`config.mk`:
```
export PLATFORM = sky130hd
export DESIGN_NAME = bubsys_cen_gen_flat
export DESIGN_NICKNAME = d
export VERILOG_FILES = /design/src/rtl/bubsys_cen_pkg.sv /design/src/rtl/bubsys_cen_if.sv /design/src/rtl/bubsys_cen_chan.sv /design/src/rtl/bubsys_cen_gen.sv /design/src/flat_wrapper.sv
export SDC_FILE = /design/constraint.sdc
export NUM_CORES = 1
export LEC_CHECK = 0
export ABC_CLOCK_PERIOD_IN_PS = 3280
export CORE_MARGIN = 2
export CORE_UTILIZATION = 28
export CTS_CLUSTER_SIZE = 25
export DETAILED_ROUTE_END_ITERATION = 10
export PLACE_DENSITY = 0.43
export SYNTH_ARGS = -nofsm -noshare
export SYNTH_HDL_FRONTEND = slang
export SYNTH_HIERARCHICAL = 1
export SYNTH_SLANG_ARGS = --single-unit
```
`constraint.sdc`:
```
create_clock -name i_EMU_MCLK -period 3.28 [get_ports i_EMU_MCLK]
set_input_delay 0.492 -clock i_EMU_MCLK [delete_from_list [all_inputs] [get_ports i_EMU_MCLK]]
set_output_delay 0.492 -clock i_EMU_MCLK [all_outputs]
set_load 0.01 [all_outputs]
```
`src/rtl/bubsys_cen_pkg.sv`:
```
`default_nettype none
// +----------------------------------------------------------------------+
// | bubsys_cen_pkg : shared types and constants for the clock-enable gen |
// | rev 1.0                                                              |
// +----------------------------------------------------------------------+
package bubsys_cen_pkg;

  localparam int NCH_MAX     = 8;
  localparam int CEN_NCH_DEF = 3;
  localparam int CEN_CNT_W   = 5;
  localparam int CEN_ACC_W   = 16;
  localparam int CEN_CH_W    = $clog2(NCH_MAX);

  // Dividers for 18/9/6 MHz enables from a 36 MHz master clock
  localparam logic [CEN_CNT_W-1:0] CEN_DIV_18M = CEN_CNT_W'(2);
  localparam logic [CEN_CNT_W-1:0] CEN_DIV_9M  = CEN_CNT_W'(4);
  localparam logic [CEN_CNT_W-1:0] CEN_DIV_6M  = CEN_CNT_W'(6);

  typedef enum logic {
    CEN_INT  = 1'b0,
    CEN_FRAC = 1'b1
  } cen_mode_e;

  typedef struct packed {
    cen_mode_e              mode;
    logic [CEN_ACC_W-1:0]   value;
  } cen_cfg_t;

  // Integer dividers keep only the counter-width bits and never go below 2
  function automatic cen_cfg_t cen_norm(input cen_cfg_t cfg);
    cen_cfg_t r;
    r = cfg;
    if (cfg.mode == CEN_INT) begin
      r.value = '0;
      r.value[CEN_CNT_W-1:0] = (cfg.value[CEN_CNT_W-1:0] < CEN_CNT_W'(2)) ?
                               CEN_CNT_W'(2) : cfg.value[CEN_CNT_W-1:0];
    end
    return r;
  endfunction

endpackage
`default_nettype wire

```
`src/rtl/bubsys_cen_if.sv`:
```
`default_nettype none
// +----------------------------------------------------------------------+
// | bubsys_cen_if : control and enable-output bundle of bubsys_cen_gen   |
// | rev 1.0                                                              |
// +----------------------------------------------------------------------+
interface bubsys_cen_if
  import bubsys_cen_pkg::*;
#(
  parameter int NCH   = CEN_NCH_DEF,
  parameter int ACC_W = CEN_ACC_W
);

  logic                i_HALT;
  logic                i_RESYNC;
  logic                i_CFG_WR;
  logic [CEN_CH_W-1:0] i_CFG_CH;
  logic [ACC_W:0]      i_CFG_DATA;
  logic [NCH-1:0]      o_PCEN_n;
  logic [NCH-1:0]      o_NCEN_n;

  modport master (
    output i_HALT, i_RESYNC, i_CFG_WR, i_CFG_CH, i_CFG_DATA,
    input  o_PCEN_n, o_NCEN_n
  );

  modport slave (
    input  i_HALT, i_RESYNC, i_CFG_WR, i_CFG_CH, i_CFG_DATA,
    output o_PCEN_n, o_NCEN_n
  );

endinterface
`default_nettype wire

```
`src/rtl/bubsys_cen_chan.sv`:
```
`default_nettype none
// +----------------------------------------------------------------------+
// | bubsys_cen_chan : one P/N enable channel, integer or fractional      |
// | rev 1.0                                                              |
// +----------------------------------------------------------------------+
module bubsys_cen_chan
  import bubsys_cen_pkg::*;
#(
  parameter int                CNT_W   = CEN_CNT_W,
  parameter int                ACC_W   = CEN_ACC_W,
  parameter logic [CNT_W-1:0]  DEF_DIV = CEN_DIV_18M
) (
  input  wire logic     clk,
  input  wire logic     rst,
  input  wire logic     i_halt,
  input  wire logic     i_resync,
  input  wire logic     i_wr_en,
  input  wire cen_cfg_t i_wr_cfg,
  output logic          o_pcen_n,
  output logic          o_ncen_n
);

  localparam cen_cfg_t c_def_cfg =
    cen_norm(cen_cfg_t'{mode: CEN_INT, value: CEN_ACC_W'(DEF_DIV)});

  cen_cfg_t         cur_q, cur_d;
  cen_cfg_t         pend_q, pend_d;
  logic             pend_vld_q, pend_vld_d;
  logic [CNT_W-1:0] cnt_q, cnt_d;
  logic [ACC_W-1:0] acc_q, acc_d;
  logic             pcen_n_q, pcen_n_d;
  logic             ncen_n_q, ncen_n_d;

  cen_cfg_t         w_pend_eff;
  logic             w_pend_vld_eff;
  logic             w_int;
  logic             w_idle;
  logic [CNT_W-1:0] w_div;
  logic [ACC_W:0]   w_sum;
  logic             w_ev_p;
  logic             w_ev_n;

  // A write arriving this cycle is already visible to any apply point
  always_comb begin
    w_pend_eff     = i_wr_en ? i_wr_cfg : pend_q;
    w_pend_vld_eff = i_wr_en | pend_vld_q;
    w_int          = (cur_q.mode == CEN_INT);
    w_div          = cur_q.value[CNT_W-1:0];
    w_sum          = {1'b0, acc_q} + {1'b0, cur_q.value[ACC_W-1:0]};
    w_idle         = !w_int && (cur_q.value[ACC_W-1:0] == '0);
    w_ev_p         = w_int ? (cnt_q == '0) : w_sum[ACC_W];
    w_ev_n         = w_int ? (cnt_q == (w_div >> 1)) :
                             (!acc_q[ACC_W-1] && w_sum[ACC_W-1]);
  end

  always_comb begin
    cur_d      = cur_q;
    pend_d     = w_pend_eff;
    pend_vld_d = w_pend_vld_eff;
    cnt_d      = cnt_q;
    acc_d      = acc_q;
    pcen_n_d   = 1'b1;
    ncen_n_d   = 1'b1;
    if (i_resync) begin
      cnt_d = '0;
      acc_d = '0;
      if (w_pend_vld_eff) begin
        cur_d      = cen_norm(w_pend_eff);
        pend_vld_d = 1'b0;
      end
    end else if (!i_halt) begin
      pcen_n_d = ~w_ev_p;
      ncen_n_d = ~w_ev_n;
      if (w_int) begin
        cnt_d = (cnt_q >= w_div - CNT_W'(1)) ? '0 : cnt_q + CNT_W'(1);
        acc_d = '0;
      end else begin
        cnt_d = '0;
        acc_d = w_sum[ACC_W-1:0];
      end
      // The cycle of a P event counts as phase 0 of the new setting
      if (w_pend_vld_eff && (w_ev_p || w_idle)) begin
        cur_d      = cen_norm(w_pend_eff);
        pend_vld_d = 1'b0;
        cnt_d      = w_ev_p ? CNT_W'(1) : '0;
        acc_d      = '0;
      end
    end
  end

  always_ff @(posedge clk) begin
    if (rst) begin
      cur_q      <= c_def_cfg;
      pend_q     <= '0;
      pend_vld_q <= 1'b0;
      cnt_q      <= '0;
      acc_q      <= '0;
      pcen_n_q   <= 1'b1;
      ncen_n_q   <= 1'b1;
    end else begin
      cur_q      <= cur_d;
      pend_q     <= pend_d;
      pend_vld_q <= pend_vld_d;
      cnt_q      <= cnt_d;
      acc_q      <= acc_d;
      pcen_n_q   <= pcen_n_d;
      ncen_n_q   <= ncen_n_d;
    end
  end

  assign o_pcen_n = pcen_n_q;
  assign o_ncen_n = ncen_n_q;

endmodule
`default_nettype wire

```
`src/rtl/bubsys_cen_gen.sv`:
```
`default_nettype none
// +----------------------------------------------------------------------+
// | bubsys_cen_gen : NCH-channel active-low P/N clock-enable generator   |
// | rev 1.0                                                              |
// +----------------------------------------------------------------------+
module bubsys_cen_gen
  import bubsys_cen_pkg::*;
#(
  parameter int                    NCH     = CEN_NCH_DEF,
  parameter int                    CNT_W   = CEN_CNT_W,
  parameter int                    ACC_W   = CEN_ACC_W,
  parameter logic [NCH*CNT_W-1:0]  DEF_DIV = {CEN_DIV_6M, CEN_DIV_9M, CEN_DIV_18M}
) (
  input  wire logic   i_EMU_MCLK,
  input  wire logic   i_EMU_MRST,
  bubsys_cen_if.slave cen_if
);

  cen_cfg_t       w_wr_cfg;
  logic [NCH-1:0] w_wr_en;
  logic [NCH-1:0] w_pcen_n;
  logic [NCH-1:0] w_ncen_n;

  assign w_wr_cfg = '{mode:  cen_mode_e'(cen_if.i_CFG_DATA[ACC_W]),
                      value: cen_if.i_CFG_DATA[ACC_W-1:0]};

  // Channel indices at or above NCH match no decode term and are dropped
  for (genvar c = 0; c < NCH; c++) begin : g_chan
    assign w_wr_en[c] = cen_if.i_CFG_WR && (cen_if.i_CFG_CH == CEN_CH_W'(c));

    bubsys_cen_chan #(
      .CNT_W   (CNT_W),
      .ACC_W   (ACC_W),
      .DEF_DIV (DEF_DIV[c*CNT_W +: CNT_W])
    ) u_chan (
      .clk      (i_EMU_MCLK),
      .rst      (i_EMU_MRST),
      .i_halt   (cen_if.i_HALT),
      .i_resync (cen_if.i_RESYNC),
      .i_wr_en  (w_wr_en[c]),
      .i_wr_cfg (w_wr_cfg),
      .o_pcen_n (w_pcen_n[c]),
      .o_ncen_n (w_ncen_n[c])
    );
  end

  assign cen_if.o_PCEN_n = w_pcen_n;
  assign cen_if.o_NCEN_n = w_ncen_n;

endmodule
`default_nettype wire

```
`src/flat_wrapper.sv`:
```
// flat-port wrapper written by rule: the top's interface ports become plain ports
module bubsys_cen_gen_flat import bubsys_cen_pkg::*;
#(
  parameter int                    NCH     = CEN_NCH_DEF,
  parameter int                    CNT_W   = CEN_CNT_W,
  parameter int                    ACC_W   = CEN_ACC_W,
  parameter logic [NCH*CNT_W-1:0]  DEF_DIV = {CEN_DIV_6M, CEN_DIV_9M, CEN_DIV_18M}
)
  (i_EMU_MCLK, i_EMU_MRST, cen_if_i_HALT, cen_if_i_RESYNC, cen_if_i_CFG_WR, cen_if_i_CFG_CH, cen_if_i_CFG_DATA, cen_if_o_PCEN_n, cen_if_o_NCEN_n);
  bubsys_cen_if #(.NCH(NCH), .ACC_W(ACC_W)) cen_if_i ();
  input  wire logic i_EMU_MCLK;
  input  wire logic i_EMU_MRST;
  input wire logic [$bits(cen_if_i.i_HALT)-1:0] cen_if_i_HALT;
  input wire logic [$bits(cen_if_i.i_RESYNC)-1:0] cen_if_i_RESYNC;
  input wire logic [$bits(cen_if_i.i_CFG_WR)-1:0] cen_if_i_CFG_WR;
  input wire logic [$bits(cen_if_i.i_CFG_CH)-1:0] cen_if_i_CFG_CH;
  input wire logic [$bits(cen_if_i.i_CFG_DATA)-1:0] cen_if_i_CFG_DATA;
  output wire logic [$bits(cen_if_i.o_PCEN_n)-1:0] cen_if_o_PCEN_n;
  output wire logic [$bits(cen_if_i.o_NCEN_n)-1:0] cen_if_o_NCEN_n;
  assign cen_if_i.i_HALT = cen_if_i_HALT;
  assign cen_if_i.i_RESYNC = cen_if_i_RESYNC;
  assign cen_if_i.i_CFG_WR = cen_if_i_CFG_WR;
  assign cen_if_i.i_CFG_CH = cen_if_i_CFG_CH;
  assign cen_if_i.i_CFG_DATA = cen_if_i_CFG_DATA;
  assign cen_if_o_PCEN_n = cen_if_i.o_PCEN_n;
  assign cen_if_o_NCEN_n = cen_if_i.o_NCEN_n;
  bubsys_cen_gen #(.NCH(NCH), .CNT_W(CNT_W), .ACC_W(ACC_W), .DEF_DIV(DEF_DIV)) u_core (.i_EMU_MCLK(i_EMU_MCLK), .i_EMU_MRST(i_EMU_MRST), .cen_if(cen_if_i));
endmodule
```
## Word-level counts from Yosys, hierarchy flattened

Cells that the tools add are included.

- Reductions and logical operators: 33
- Bitwise gates (word level): 9
- Mux-type cells: 51
- Eq/ne operators: 9
- $lt $le $gt $ge: 6
- Add/sub/neg operators: 9

Operator list:

| operator | number |
|---|---|
| 17-bit two-way mux | 15 |
| 16-bit two-way mux | 9 |
| 5-bit two-way mux | 12 |
| 16-bit by 16-bit adder with 17-bit output | 3 |
| 16-bit zero test | 3 |
| 5-bit by 1-bit adder with 5-bit output (second input constant) | 3 |
| 5-bit by 4-bit == test with 1-bit output | 3 |
| 5-bit >= comparator | 3 |
| 5-bit zero test | 3 |
| 5-bit by 2-bit < comparator with 1-bit output (second input constant) | 3 |
| 1-bit two-way mux | 15 |
| 5-bit by 1-bit subtractor with 5-bit output (second input constant) | 3 |
| 1-bit logical AND | 12 |
| 3-bit AND reduction | 3 |
| 2-bit by 1-bit != test with 1-bit output (second input constant) | 4 |
| 1-bit inverter | 6 |
| 2-bit nonzero test | 3 |
| 3-bit by 1-bit == test with 1-bit output (second input constant) | 1 |
| 3-bit by 2-bit == test with 1-bit output (second input constant) | 1 |
| 1-bit zero test | 3 |
| 3-bit zero test | 1 |
| 1-bit logical OR | 3 |
| 1-bit OR | 3 |
| 3-bit OR reduction | 1 |
| 2-bit OR reduction | 1 |

- Register bits: 174
- Bits of input ports: 25

## Logic depth before layout (Yosys ltp)

- Depth in word-level cells: 9
- Mapped depth: 11

## By module

The synthesis kept the hierarchy.

Modules (own cells, without submodules):

| module | area an instance (um2) | instances | cells each |
|---|---|---|---|
| bubsys_cen_chan at u_core.g_chan[2].u_chan | 3,334.4 | 1 | 379 |
| bubsys_cen_chan at u_core.g_chan[1].u_chan | 3,323.2 | 1 | 384 |
| bubsys_cen_chan at u_core.g_chan[0].u_chan | 3,251.9 | 1 | 352 |
| bubsys_cen_gen | 40.0 | 1 | 3 |

## Worst setup path before layout

No wires, ideal clock.

- Path type: reg2reg
- From: register u_core/g_chan[2].u_chan/cur_q[0] (netlist name)
- To: register u_core/g_chan[2].u_chan/cur_q[2] (netlist name)
- Arrival: 2.411 ns
- Cell stages (with the launch flop): 12
- Buffers on the path: 1
- Period minus slack after synthesis: 2.531 ns
- Setup slack: 0.749 ns
- Cells stage by stage: dfxtp_1 ha_1 inv_1 fa_1 nand2b_1 a21oi_1 o22ai_4 a221oi_4 a21o_4 buf_6 nor2_1 a211o_1

- Cells in the longest elaborated chain, start to end: 6
- Elaborated cells on any way between the ends: 8
- Those cells by class: add/sub (1); mux (1); reduce/logical (6)

RTL lines:

| element | line | text |
|---|---|---|
| start, declared | bubsys_cen_chan.sv:26 | `cen_cfg_t cur_q, cur_d;` |
| start signal, assigned | bubsys_cen_chan.sv:93 | `cur_q <= c_def_cfg;` |
| start signal, assigned | bubsys_cen_chan.sv:101 | `cur_q <= cur_d;` |
| 16-bit by 16-bit adder with 17-bit output / 16-bit zero test (equally long branches) | bubsys_cen_chan.sv:49, bubsys_cen_chan.sv:50 |  |
| 1-bit two-way mux / 1-bit logical AND (equally long branches) | bubsys_cen_chan.sv:51, bubsys_cen_chan.sv:50 |  |
| 1-bit logical OR (*) | bubsys_cen_chan.sv:82 | `if (w_pend_vld_eff && (w_ev_p \|\| w_idle)) begin` |
| 1-bit logical AND (*) | bubsys_cen_chan.sv:82 |  |
| 2-bit nonzero test (no line) (*) | n/a |  |
| 3-bit AND reduction (no line) (*) | n/a |  |

Mark *: on every way between the ends. The rest lies on a longest branch, timed or not.
A chain may end at the register's enable or synchronous reset.

## Worst setup path after layout

Ends and elaborated chain as after synthesis.

==> results.txt <==
Startpoint Class: register
core area: 0.0353 sq mm
Final Instance Count excl. Fillers: 1628
most frequent cells in the layout: dfxtp_1 (174), nor2_1 (126), ha_1 (72)
# clock sinks: 174
max incr delay on CP: 0.41 ns
leading area contributor after synthesis: dfxtp_1
sequential share of the synthesized area: 35.0%
unrepaired setup endpoints after global routing: false
GR Util All Layers: 15.0%
Final ANT Viol Nets: 0
Yosys reg bits: 174
placed cell count: 1596
Clock Root Buffer: clkbuf_16
clk_lat worst skew: 0.44 ns
yosys warns: 6
post_cts resized: 0
final setup fails: 0
cells on worst reg2reg path: 10
Starting Density: 28.2%
max-cap viol count: 0
worst min path class: register to register
Area growth, synth to finish: 15.0%
Chip Height: 193 microns
Clock Skew: 0.0137 ns
VDD IR-drop max: 0.000362 V
Worst-path clk slew: 0.07 ns
worst-path cell chain: ha_1 -> inv_1 -> fa_1 -> nand2b_1 -> a21oi_1 -> o22ai_4 -> a221oi_4 -> a21o_4 -> nor2_1 -> a211o_1
antenna violations before repair: 0
Pins Over Slew Limit: 0
area of the mapped netlist: 0.00995 sq mm
critical path class: register to register
Static Leak: 4.30 nW
Power Dens Cells: 400 mW/mm^2
highest clock rate: 339 MHz
IO Count: 31
WHS: 0.469 ns
Max H-tree Level: 4
fraction of layout cells with a size suffix above 1: 10.2%
first-pass GRT wire length: 43400 microns
Vias: 8077
Main synth FF type: dfxtp_1
vias in the first global route: 8005
clock buffer depth: 2
hold buffer count at CTS: 0
WHS Path Cells: 2
Die X: 193 microns
setup bufs post-CTS: 0
relative slew slack: 49.2%
post-synth top area share: 35.0%
Distinct cells, synth: 92
die area: 0.0371 sq mm
CTS buffer count: 17
vias per cell: 4.96
Rows: 69
CTS tree: built
Post-synth ARST share: 0%
drt wl/cell: 16.4 microns
RD Place Congestion: 0.796
WP data required: 3.61 ns
commonest non-fill, non-tap cell in the layout: dfxtp_1
min cycle time layout: 2.95 ns
Synth Area per Inst: 8.90 sq um
critical path data arrival time: 3.28 ns
Max FO, Critical Path: 30
Post-route DRC: 0
gr ovfl total: 0
I/O Buffers: 30
EDFF count, synth: 0
Final period util: 89.8%
Hold Vio Cnt, Final: 0
syn nets: 1218
Setup TNS Final: 0 ns
slowest cell on the critical path: dfxtp_1
Mapped Cells: 1118
dominant cells by area after synthesis: dfxtp_1 (35%), ha_1 (9.1%), mux2i_1 (5.2%)
status: complete, no violations
largest net degree at the start of global routing: 67
Total Power: 0.00457 W
# diodes: 0
CP Capture Type: register
Least-Margin Pin Slew: 0.753 ns
drt pass-1 iters: 5
Nets: 1254
DRT iter0 DRCs: 432
final WL: 26700 microns
placed wire-length estimate: 19600 microns
## registers in the layout (all words and copies together) (netlist names)
signal,flops
u_core/g_chan.u_chan/o_pcen_n,3
u_core/g_chan.u_chan/pend_vld_q,3
u_core/g_chan.u_chan/o_ncen_n,3
u_core/g_chan.u_chan/pend_q,51
u_core/g_chan.u_chan/cur_q,51
u_core/g_chan.u_chan/cnt_q,15
u_core/g_chan.u_chan/acc_q,48
## stage by stage
step	area, sq um	util [%]	setup slack, ns
finish	11400	32.4	0.334
global route	11400	32.4	0.134
CTS	11400	32.4	0.324
detailed placement	10800	30.7	0.342
global placement	10800	30.7	0.396
floorplan	9950	-	0.749
## metal layers
metal  share of wire (%)  GRT usage [%]  up-vias
met2                  47           25.5       58
met5                   0              0        -
met1                  50           19.7     3829
met4                 1.1           3.96        0
li1                    -              -     4172
met3                 1.8           2.55       18
## synth_stat cells, types with 31 or more instances
cell type and count:
inv_1 44, mux2i_1 52, dfxtp_1 174, a22o_1 31, o21ai_0 66, a21oi_1 55
nand3_1 42, nor2_1 126, nand2_1 66, xnor2_1 37, ha_1 72
## power breakdown
| group | total (W) | internal, W | switching (W) |
|---|---|---|---|
| registers | 0.00215 | 0.00213 | 0.0000176 |
| clock network | 0.00211 | 0.00112 | 0.000991 |
| logic | 0.000311 | 0.000122 | 0.000189 |
## cell type report
type	instances	area, sq um
Tap cell	461	577
Inverter	44	165
Clock buffer	19	453
Fill cell	3738	23900
Sequential cell	174	3480
Multi-Input combinational cell	855	6080
Timing Repair Buffer	62	531
Clock inverter	13	145
## critical path: cells and delay by family, from the launching register on
family	cells	cell delay, ns
flops	1	0.41
compound gates	5	1.49
simple gates	2	0.27
fa+ha+maj	2	0.61
buf+inv	1	0.07
## cell families (layout without fill, tap and decap cells)
kind of cell | after synthesis | in the layout | share of synthesized area (%)
xor+xnor | 50 | 50 | 4.40
compound gates | 290 | 290 | 21.3
buf+inv | 89 | 138 | 3.94
mux | 60 | 60 | 6.14
simple gates | 380 | 380 | 19.5
fa+ha+maj | 75 | 75 | 9.66
flops | 174 | 174 | 35.0
## final timing paths
| path | start | end | slack (ns) |
|---|---|---|---|
| max reg2reg | u_core/g_chan[2].u_chan/cur_q[0] | u_core/g_chan[2].u_chan/cur_q[2] | 0.33 |
| min reg2reg | u_core/g_chan[1].u_chan/acc_q[11] | u_core/g_chan[1].u_chan/acc_q[11] | 0.47 |
| min | u_core/g_chan[1].u_chan/acc_q[11] | u_core/g_chan[1].u_chan/acc_q[11] | 0.47 |
| max | u_core/g_chan[2].u_chan/cur_q[0] | u_core/g_chan[2].u_chan/cur_q[2] | 0.33 |
Note: power is estimated with default switching activity, not from simulation.
